==> src/rtl/packet_receiver_mp_if.sv <==
// Byte-stream input and shared buffer-write bus of the multi-port packet receiver.
// master drives packets and buffer status; slave is the receiver.
interface packet_receiver_mp_if #(
    parameter int UWIDTH    = 8,
    parameter int PSEL_W    = 2,
    parameter int PTR_IN_SZ = 4,
    parameter int CNT_W     = 8
);
    localparam int NUM_PORTS = 2**PSEL_W;

    logic                 packet_valid_i;
    logic [UWIDTH-1:0]    pdata;
    logic [NUM_PORTS-1:0] wfull;
    logic                 stop_packet_send;
    logic [NUM_PORTS-1:0] wen;
    logic [PTR_IN_SZ-1:0] waddr;
    logic [UWIDTH-1:0]    wdata;
    logic [NUM_PORTS-1:0] winc;
    logic [CNT_W-1:0]     drop_cnt;

    modport master (
        output packet_valid_i, pdata, wfull,
        input  stop_packet_send, wen, waddr, wdata, winc, drop_cnt
    );

    modport slave (
        input  packet_valid_i, pdata, wfull,
        output stop_packet_send, wen, waddr, wdata, winc, drop_cnt
    );
endinterface

==> src/rtl/packet_receiver_mp.sv <==
// Multi-port packet receiver: screens SRC, steers the frame by DST upper bits into one of
// NUM_PORTS buffers and commits clean frames. Define PKT_RX_CRC_CHECK_EN to check the CRC byte.
module packet_receiver_mp #(
    parameter int                         UWIDTH    = 8,
    parameter int                         PSEL_W    = 2,
    parameter int                         PTR_IN_SZ = 4,
    parameter int                         SZ_W      = 3,
    parameter int                         NUM_TS    = 3,
    parameter logic [NUM_TS*UWIDTH-1:0]   TS_LIST   = 24'h020100,
    parameter int                         CNT_W     = 8
) (
    input logic                 clk1,
    input logic                 rst,
    packet_receiver_mp_if.slave bus
);
    localparam int NUM_PORTS = 2**PSEL_W;

    // Largest frame occupies addresses 0 .. 2**SZ_W+1; the address counter must never wrap.
    if ((2**SZ_W) + 2 > (2**PTR_IN_SZ)) begin : g_addr_chk
        $error("packet_receiver_mp: PTR_IN_SZ too small for SZ_W");
    end

    typedef enum logic [2:0] {
        S_IDLE,
        S_DST,
        S_SIZE,
        S_DATA,
        S_CRC,
        S_SKIP
    } state_t;

    state_t               state_q, state_d;
    logic                 trusted_q, trusted_d;
    logic                 keep_q, keep_d;
    logic [PSEL_W-1:0]    port_q, port_d;
    logic [SZ_W-1:0]      len_q, len_d;
    logic [PTR_IN_SZ-1:0] addr_q, addr_d;
    logic                 stop_q, stop_d;
    logic [NUM_PORTS-1:0] wen_q, wen_d;
    logic [PTR_IN_SZ-1:0] waddr_q, waddr_d;
    logic [UWIDTH-1:0]    wdata_q, wdata_d;
    logic [1:0]           cmt_pipe_q, cmt_pipe_d;
    logic [PSEL_W-1:0]    cmt_port_q, cmt_port_d;
    logic [NUM_PORTS-1:0] winc_q, winc_d;
    logic [CNT_W-1:0]     drop_q, drop_d;
`ifdef PKT_RX_CRC_CHECK_EN
    logic [UWIDTH-1:0]    csum_q, csum_d;
`endif

    logic              src_hit;
    logic [PSEL_W-1:0] dst_port;
    logic              crc_ok;
    logic              byte_wr;
    logic              drop_inc;

    function automatic logic [NUM_PORTS-1:0] port_oh(input logic [PSEL_W-1:0] p);
        logic [NUM_PORTS-1:0] v;
        v    = '0;
        v[p] = 1'b1;
        return v;
    endfunction

    always_comb begin
        src_hit = 1'b0;
        for (int i = 0; i < NUM_TS; i++) begin
            if (bus.pdata == TS_LIST[i*UWIDTH +: UWIDTH]) src_hit = 1'b1;
        end
    end

    assign dst_port = bus.pdata[UWIDTH-1 -: PSEL_W];

`ifdef PKT_RX_CRC_CHECK_EN
    assign crc_ok = (bus.pdata == csum_q);
`else
    assign crc_ok = 1'b1;
`endif

    always_comb begin
        state_d    = state_q;
        trusted_d  = trusted_q;
        keep_d     = keep_q;
        port_d     = port_q;
        len_d      = len_q;
        addr_d     = addr_q;
        stop_d     = |bus.wfull;
        wen_d      = '0;
        waddr_d    = waddr_q;
        wdata_d    = wdata_q;
        cmt_pipe_d = {cmt_pipe_q[0], 1'b0};
        cmt_port_d = cmt_port_q;
        winc_d     = cmt_pipe_q[1] ? port_oh(cmt_port_q) : '0;
        byte_wr    = 1'b0;
        drop_inc   = 1'b0;
`ifdef PKT_RX_CRC_CHECK_EN
        csum_d     = csum_q;
`endif

        case (state_q)
            S_IDLE: begin
                if (bus.packet_valid_i) begin
                    if (stop_q) begin
                        state_d = S_SKIP;
                    end else begin
                        trusted_d = src_hit;
                        addr_d    = '0;
                        state_d   = S_DST;
`ifdef PKT_RX_CRC_CHECK_EN
                        csum_d    = bus.pdata;
`endif
                    end
                end
            end
            S_SKIP: begin
                if (!bus.packet_valid_i) state_d = S_IDLE;
            end
            default: begin
                if (!bus.packet_valid_i) begin
                    // Sender went quiet mid-frame: the partial frame is never committed.
                    state_d  = S_IDLE;
                    drop_inc = 1'b1;
                end else begin
                    byte_wr = 1'b1;
                    addr_d  = addr_q + 1'b1;
`ifdef PKT_RX_CRC_CHECK_EN
                    csum_d  = csum_q ^ bus.pdata;
`endif
                    case (state_q)
                        S_DST: begin
                            port_d  = dst_port;
                            keep_d  = trusted_q & ~bus.wfull[dst_port];
                            state_d = S_SIZE;
                        end
                        S_SIZE: begin
                            len_d   = bus.pdata[SZ_W-1:0];
                            state_d = (bus.pdata[SZ_W-1:0] == '0) ? S_CRC : S_DATA;
                        end
                        S_DATA: begin
                            if (addr_q == PTR_IN_SZ'(len_q) + PTR_IN_SZ'(1)) state_d = S_CRC;
                        end
                        S_CRC: begin
                            state_d = S_IDLE;
                            if (keep_q && crc_ok) begin
                                cmt_pipe_d[0] = 1'b1;
                                cmt_port_d    = port_q;
                            end else begin
                                drop_inc = 1'b1;
                            end
                        end
                        default: ;
                    endcase
                end
            end
        endcase

        if (byte_wr) begin
            wen_d   = keep_d ? port_oh(port_d) : '0;
            waddr_d = addr_q;
            wdata_d = bus.pdata;
        end
    end

    always_comb begin
        drop_d = drop_q;
        if (drop_inc && (drop_q != {CNT_W{1'b1}})) drop_d = drop_q + 1'b1;
    end

    always_ff @(posedge clk1) begin
        if (rst) begin
            state_q    <= S_IDLE;
            trusted_q  <= 1'b0;
            keep_q     <= 1'b0;
            port_q     <= '0;
            len_q      <= '0;
            addr_q     <= '0;
            stop_q     <= 1'b0;
            wen_q      <= '0;
            waddr_q    <= '0;
            wdata_q    <= '0;
            cmt_pipe_q <= '0;
            cmt_port_q <= '0;
            winc_q     <= '0;
            drop_q     <= '0;
`ifdef PKT_RX_CRC_CHECK_EN
            csum_q     <= '0;
`endif
        end else begin
            state_q    <= state_d;
            trusted_q  <= trusted_d;
            keep_q     <= keep_d;
            port_q     <= port_d;
            len_q      <= len_d;
            addr_q     <= addr_d;
            stop_q     <= stop_d;
            wen_q      <= wen_d;
            waddr_q    <= waddr_d;
            wdata_q    <= wdata_d;
            cmt_pipe_q <= cmt_pipe_d;
            cmt_port_q <= cmt_port_d;
            winc_q     <= winc_d;
            drop_q     <= drop_d;
`ifdef PKT_RX_CRC_CHECK_EN
            csum_q     <= csum_d;
`endif
        end
    end

    assign bus.stop_packet_send = stop_q;
    assign bus.wen              = wen_q;
    assign bus.waddr            = waddr_q;
    assign bus.wdata            = wdata_q;
    assign bus.winc             = winc_q;
    assign bus.drop_cnt         = drop_q;

endmodule

==> src/flat_wrapper.sv <==
// flat-port wrapper written by rule: the top's interface ports become plain ports
module packet_receiver_mp_flat 
#(
    parameter int                         UWIDTH    = 8,
    parameter int                         PSEL_W    = 2,
    parameter int                         PTR_IN_SZ = 4,
    parameter int                         SZ_W      = 3,
    parameter int                         NUM_TS    = 3,
    parameter logic [NUM_TS*UWIDTH-1:0]   TS_LIST   = 24'h020100,
    parameter int                         CNT_W     = 8
)
  (clk1, rst, bus_packet_valid_i, bus_pdata, bus_wfull, bus_stop_packet_send, bus_wen, bus_waddr, bus_wdata, bus_winc, bus_drop_cnt);
  packet_receiver_mp_if #(.UWIDTH(UWIDTH), .PSEL_W(PSEL_W), .PTR_IN_SZ(PTR_IN_SZ), .CNT_W(CNT_W)) bus_i ();
  input logic clk1;
  input logic rst;
  input wire logic [$bits(bus_i.packet_valid_i)-1:0] bus_packet_valid_i;
  input wire logic [$bits(bus_i.pdata)-1:0] bus_pdata;
  input wire logic [$bits(bus_i.wfull)-1:0] bus_wfull;
  output wire logic [$bits(bus_i.stop_packet_send)-1:0] bus_stop_packet_send;
  output wire logic [$bits(bus_i.wen)-1:0] bus_wen;
  output wire logic [$bits(bus_i.waddr)-1:0] bus_waddr;
  output wire logic [$bits(bus_i.wdata)-1:0] bus_wdata;
  output wire logic [$bits(bus_i.winc)-1:0] bus_winc;
  output wire logic [$bits(bus_i.drop_cnt)-1:0] bus_drop_cnt;
  assign bus_i.packet_valid_i = bus_packet_valid_i;
  assign bus_i.pdata = bus_pdata;
  assign bus_i.wfull = bus_wfull;
  assign bus_stop_packet_send = bus_i.stop_packet_send;
  assign bus_wen = bus_i.wen;
  assign bus_waddr = bus_i.waddr;
  assign bus_wdata = bus_i.wdata;
  assign bus_winc = bus_i.winc;
  assign bus_drop_cnt = bus_i.drop_cnt;
  packet_receiver_mp #(.UWIDTH(UWIDTH), .PSEL_W(PSEL_W), .PTR_IN_SZ(PTR_IN_SZ), .SZ_W(SZ_W), .NUM_TS(NUM_TS), .TS_LIST(TS_LIST), .CNT_W(CNT_W)) u_core (.clk1(clk1), .rst(rst), .bus(bus_i));
endmodule
==> config.mk <==
export PLATFORM = sky130hd
export DESIGN_NAME = packet_receiver_mp_flat
export DESIGN_NICKNAME = d
export VERILOG_FILES = /design/src/rtl/packet_receiver_mp_if.sv /design/src/rtl/packet_receiver_mp.sv /design/src/flat_wrapper.sv
export SDC_FILE = /design/constraint.sdc
export NUM_CORES = 1
export LEC_CHECK = 0
export CAP_MARGIN = 20
export CORE_ASPECT_RATIO = 1.5
export CORE_MARGIN = 5
export CORE_UTILIZATION = 35
export DETAILED_ROUTE_END_ITERATION = 7
export GPL_TIMING_DRIVEN = 1
export SYNTH_ARGS = -nofsm -noshare
export SYNTH_HDL_FRONTEND = slang
export SYNTH_SLANG_ARGS = --single-unit
==> constraint.sdc <==
create_clock -name clk1 -period 2.05 [get_ports clk1]
set_input_delay 0.615 -clock clk1 [delete_from_list [all_inputs] [get_ports clk1]]
set_output_delay 0.615 -clock clk1 [all_outputs]
set_load 0.02 [all_outputs]
**Word-level counts from Yosys, hierarchy flattened**

Cells that the tools add are included.

- Register bits: 47
- Bits in latches: 0
- RAM bits: 0
- Memory bits (read-only): 0
- Input bits: 15
- Output and inout bits: 29
- Logic and storage cells: 97
- Memories: 0

- $add $sub $neg: 3
- Multipliers: 0
- Div/mod/pow operators: 0
- Order comparisons: 5
- Eq/ne operators: 14
- Shift operators: 0
- Mux-type cells: 34
- Bitwise operators: 10
- Reduce and logical (&&, ||, !) cells: 16

Operator list:

| cell | count |
|---|---|
| 2-to-1 mux 3 bit | 6 |
| 2-to-1 mux 1 bit | 16 |
| 2-to-1 mux 4 bit | 3 |
| case mux 3 bit (4 select lines) | 1 |
| < comparator 2 x 3 -> 1 bit, second input constant | 3 |
| NOT 1 bit | 9 |
| AND reduction 3 bit | 3 |
| adder 8 x 1 -> 8 bit, second input constant | 1 |
| equality test 8 x 1 -> 1 bit, second input constant | 1 |
| equality test 8 x 2 -> 1 bit, second input constant | 1 |
| zero test 8 bit | 1 |
| != test 8 bit, second input constant | 1 |
| case mux 4 bit (2 select lines) | 1 |
| AND reduction 4 bit | 2 |
| equality test 3 x 2 -> 1 bit, second input constant | 2 |
| equality test 3 bit, second input constant | 2 |
| zero test 3 bit | 2 |
| 2-to-1 mux 2 bit | 3 |
| != test 2 bit, second input constant | 3 |
| != test 6 x 1 -> 1 bit, second input constant | 1 |
| case mux 3 bit (2 select lines) | 1 |
| OR reduction 5 bit | 1 |
| adder 3 x 1 -> 4 bit, second input constant | 1 |
| adder 4 x 1 -> 4 bit, second input constant | 1 |
| other kinds (11) | 16 |

**Logic depth before layout (Yosys ltp)**

Gate-level depths: netlist of the first run.

- Word-level depth: 9
- Depth in mapped cells: 7
- Depth with buffers taken out: 6

**Worst setup path before layout of the first run**

OpenSTA, ideal clock, no wires.

- Path kind: input to register
- Start point: input port bus_packet_valid_i
- End point: register u_core.drop_q[4] (netlist: u_core.bus.drop_cnt[4])
- Setup time: 70 ps
- Arrival: 1,639 ps
- Path slack: 341 ps
- Cell stages on the path: 6
- Buffers on the path: 2
- Path through: buf_2 -> o21bai_4 -> o2bb2ai_2 -> buf_6 -> or3_1 -> a21oi_1

- Cells in the longest elaborated chain, start to end: 3

RTL lines:

| item | line | source |
|---|---|---|
| start, declared | flat_wrapper.sv:16 | `input wire logic [$bits(bus_i.packet_valid_i)-1:0] bus_packet_valid_i;` |
| 2-to-1 mux 1 bit | packet_receiver_mp.sv:117 | `if (!bus.packet_valid_i) begin` |
| 2-to-1 mux 1 bit | packet_receiver_mp.sv:98 | `case (state_q)` |
| logical AND 1 bit | packet_receiver_mp.sv:164 | `if (drop_inc && (drop_q != {CNT_W{1'b1}})) drop_d = drop_q + 1'b1;` |
| end signal, assigned | packet_receiver_mp.sv:200 | `drop_q <= drop_d;` |
| end, declared | packet_receiver_mp.sv:45 | `logic [CNT_W-1:0] drop_q, drop_d;` |

Every way passes these cells.
A chain may end at the register's enable or synchronous reset.

**Worst setup path in the final report of the first run**

- Start point: register u_core.drop_q[2] (netlist: u_core.bus.drop_cnt[2])
- End point: output port bus_drop_cnt[2]

RTL lines:

| item | line | source |
|---|---|---|
| end, declared | flat_wrapper.sv:24 | `output wire logic [$bits(bus_i.drop_cnt)-1:0] bus_drop_cnt;` |

No word-level cell between the ends.

==> results of run 1 <==
==> worst max-delay path by stage <==
stage / endpoint
3_3_place_gp: u_core.bus.wen[2]
3_5_place_dp: u_core.bus.wen[2]
2_1_floorplan: u_core.bus.drop_cnt[4]
6_report: bus_drop_cnt[2]
4_1_cts: bus_drop_cnt[3]
5_1_grt: u_core.bus.drop_cnt[1]
==> layout make-up <==
type	instances	area share (%)
Clock inverter	3	1.60
Clock buffer	5	2.52
Tap cell	70	3.20
Multi-Input combinational cell	163	36.2
Sequential cell	47	34.4
Timing Repair Buffer	60	21.4
Inverter	5	0.686
==> cells in the final DEF, fill, tap and decap left out, drive strengths merged, types with 2 or more instances in the layout <==
cell type	instances
o31ai	3
ha	3
nor3b	3
xor2	4
clkbuf	5
nor2b	3
a21oi	24
nand2b	4
nor2	19
o21a	3
or4	3
nor4	3
or3	6
clkinv	2
a31oi	3
nand4	4
clkdlybuf4s50	42
mux2i	8
nand2	35
buf	17
inv	5
nor3	4
o21ai	9
and3	2
nand3	5
dfxtp	47
==> per-stage QoR <==
stage                     util (%)  instance area [µm²]  setup TNS, ns  cells  setup WS, ns
after floorplan                  -                 2010              0    226         0.341
after global routing          49.4                 2740       -0.00448    353      -0.00448
after detailed placement      47.4                 2620          -1.69    345        -0.251
after CTS                     49.4                 2730              0    353        0.0293
final                         49.4                 2740              0    353        0.0731
after global placement        47.4                 2620          -1.41    345        -0.200
==> flip-flops by register name, indices dropped and copies added (netlist names) <==
register	count
u_core.addr_q	4
u_core.bus.drop_cnt	8
u_core.bus.stop_packet_send	1
u_core.bus.waddr	4
u_core.bus.wdata	8
u_core.bus.wen	4
u_core.bus.winc	4
u_core.cmt_pipe_q	2
u_core.cmt_port_q	2
u_core.keep_q	1
u_core.len_q	3
u_core.port_q	2
u_core.state_q	3
u_core.trusted_q	1
==> cell families after synthesis <==
group                    Yosys count
XOR/XNOR                           5
AND/OR/NAND/NOR                   96
multiplexers                      10
AO/OA/AOI/OAI                     49
buffers and inverters             16
adder cells (fa/ha/maj)            3
flip-flops                        47
==> power groups by stage <==
stage | logic, µW | registers [µW] | clock network (µW)
final | 255 | 961 | 676
after global routing | 281 | 965 | 735
after CTS | 260 | 961 | 703
after detailed placement | 258 | 982 | 0
after global placement | 258 | 982 | 0
after floorplan | 127 | 988 | 0
==> metal layers <==
metal / vias up / GRT usage (%) / share of wire, % / wire, µm
met5: - / 0 / 0 / 0
met4: 0 / 4.34 / 1.4 / 62
met3: 5 / 3.71 / 6.0 / 271
met2: 45 / 22.3 / 47 / 2130
met1: 800 / 16.0 / 45 / 2040
li1: 906 / - / - / -
==> repair_timing <==
item,4_1_cts,5_1_grt
setup endpoints to repair,0,2
buffers inserted,0,0
hold endpoints to repair,0,0
gates resized for setup,0,1
==> results.sh, run 1 <==
export IMPL_path_max_fanout=7
export IMPL_switchingPower_uw=464
export IMPL_hp_class="flip-flop to flip-flop"
export IMPL_diodes=0
export IMPL_setup_violations=0
export IMPL_routedWlPerCell_um=12.8
export IMPL_clk_latency_ns=0.30
export IMPL_vdd_ir_drop_max_mv=0.410
export IMPL_end_kind="output pin"
export IMPL_hold_viol=0
export IMPL_vias_per_cell=4.97
export IMPL_vias=1756
export IMPL_seq_area_um2=941
export IMPL_critical_path_class="flip-flop to output pin"
export IMPL_n_fill_cell=553
export IMPL_critPathMaxStageDelay_ns=0.64
export IMPL_cts_tree="built"
export IMPL_combPwrFrac_pct=13.5
export IMPL_critical_path_depth=1
export IMPL_worst_r2r_cell_count=6
export IMPL_path_cells="clkdlybuf4s50_1"
export IMPL_synth_top_family_by_area="simple AND/OR/NAND/NOR gates"
export IMPL_clock_skew_ns=0.00781
export IMPL_num_rows=33
export IMPL_numPortBuffers=43
export IMPL_startpoint="u_core.bus.drop_cnt[2]"
export IMPL_netlist_area_leader_share_pct=46.9
export IMPL_start_util_pct=36.3
export IMPL_synthTopCellsByCount="47 x dfxtp_1, 35 x nand2_1, 23 x a21oi_1, 18 x nor2_1"
export IMPL_clk_path_buf_depth=2
export IMPL_cp_slowest_cell="clkdlybuf4s50_1"
export IMPL_cts_inserted_buffers=5
export IMPL_worst_slew_pin_transition_ns=0.423
export IMPL_cts_hold_buf=0
export IMPL_async_flop_share_pct=0
export IMPL_reg2reg_slack_ns=0.40
export IMPL_nets=300
export IMPL_synth_edf_count=0
export IMPL_wl_mm=4.50
export IMPL_grt_pass1_wl_mm=7.70
export IMPL_ant_nets=0
export IMPL_outcome="finished, final reports clean"
export IMPL_p_per_area_nw_per_um2=692
export IMPL_max_freq_ghz=0.506
export IMPL_crit_family="buffers and inverters"
export IMPL_cp_arrival_ns=1.36
export IMPL_clk_pin_slew_ns=0.09
export IMPL_cp_data_required_time_ns=1.43
export IMPL_drtIter0Drc=40
export IMPL_clockPowerShare_pct=35.7
export IMPL_drt_drc_violations_left=0
export IMPL_yosysTopAreaCell="dfxtp_1"
export IMPL_ioPinCount=44
export IMPL_whs_path_depth=1
export IMPL_grt_pass1_vias=1675
export IMPL_switching_share_pct=24.5
export IMPL_p_leak_uw=0.00103
export IMPL_antenna_found_initial=0
export IMPL_die_y_um=103
export IMPL_cts_root_buffer="clkbuf_8"
export IMPL_numClockSinks=47
export IMPL_crit_path_start_kind="flip-flop"
export IMPL_synth_area_um2=2010
export IMPL_synth_warnings=0
export IMPL_crit_buf_inv=1
export IMPL_worstHoldEndpoint="u_core.cmt_pipe_q[1]"
export IMPL_synthAdderAreaFrac_pct=1.87
export IMPL_hold_start="u_core.cmt_pipe_q[0]"
export IMPL_overflow=0
export IMPL_whs_ns=0.444
export IMPL_reg2reg_to="u_core.bus.drop_cnt[1]"
export IMPL_syn_instance_count=226
export IMPL_yosysSeqAreaShare_pct=46.9
export IMPL_synth_nets=244
export IMPL_yosysUniqueCellTypes=45
export IMPL_ys_seq_elements=47
export IMPL_multi_input_area_um2=990
export IMPL_slew_violations=0
export IMPL_rsz0062_at_grt="yes"
export IMPL_gp_congestion=0.764
export IMPL_die_x_um=71.8
export IMPL_synth_flop_cell="dfxtp_1"
export IMPL_areaGrowthSynthToFinish_pct=36.2
export IMPL_drive_gt1_share_pct=12.0
export IMPL_seq_power_share_pct=50.8
export IMPL_synthSimpleGateAreaFrac_pct=24.2
export IMPL_fin_crit_ns=1.98
export IMPL_power_internal_uw=1430
export IMPL_grt_max_degree=16
export IMPL_yosysMostFrequentCell="dfxtp_1"
export IMPL_syn_area_per_cell_um2=8.89
export IMPL_muxShareOfSynthArea_pct=5.67
export IMPL_htree_num_levels=2
export IMPL_first_pass_iters=4
export IMPL_synthXorXnorAreaFrac_pct=2.18
export IMPL_synthTopCellsByArea="dfxtp_1 47%, nand2_1 6.5%, a21oi_1 5.7%"
export IMPL_synth_compound_area_share_pct=15.3
export IMPL_relSlewSlack_pct=71.6
export IMPL_r2r_start="u_core.state_q[2]"
export IMPL_dp_hpwl_mm=3.44
export IMPL_coreArea_um2=5530
export IMPL_grt_usage_pct=13.1
export IMPL_cap_violations=0
export IMPL_die_area_um2=7380
export IMPL_fin_crit_sh_pct=96.4
export IMPL_p_total_uw=1890
No activity file was read; power rests on OpenSTA's default activity.
==> run 2, diff against run 1 <==
--- a/config.mk
+++ b/config.mk
@@ -5,7 +5,6 @@
 export SDC_FILE = /design/constraint.sdc
 export NUM_CORES = 1
 export LEC_CHECK = 0
-export CAP_MARGIN = 20
 export CORE_ASPECT_RATIO = 1.5
 export CORE_MARGIN = 5
 export CORE_UTILIZATION = 35
==> results of run 2 <==
Final layout, timing and power as in run 1 (identical DEF).
==> run 3, diff against run 2 <==
--- a/config.mk
+++ b/config.mk
@@ -10,6 +10,7 @@
 export CORE_UTILIZATION = 35
 export DETAILED_ROUTE_END_ITERATION = 7
 export GPL_TIMING_DRIVEN = 1
+export SLEW_MARGIN = 25
 export SYNTH_ARGS = -nofsm -noshare
 export SYNTH_HDL_FRONTEND = slang
 export SYNTH_SLANG_ARGS = --single-unit
==> results of run 3 <==
Final layout, timing and power as in run 1 (identical DEF).
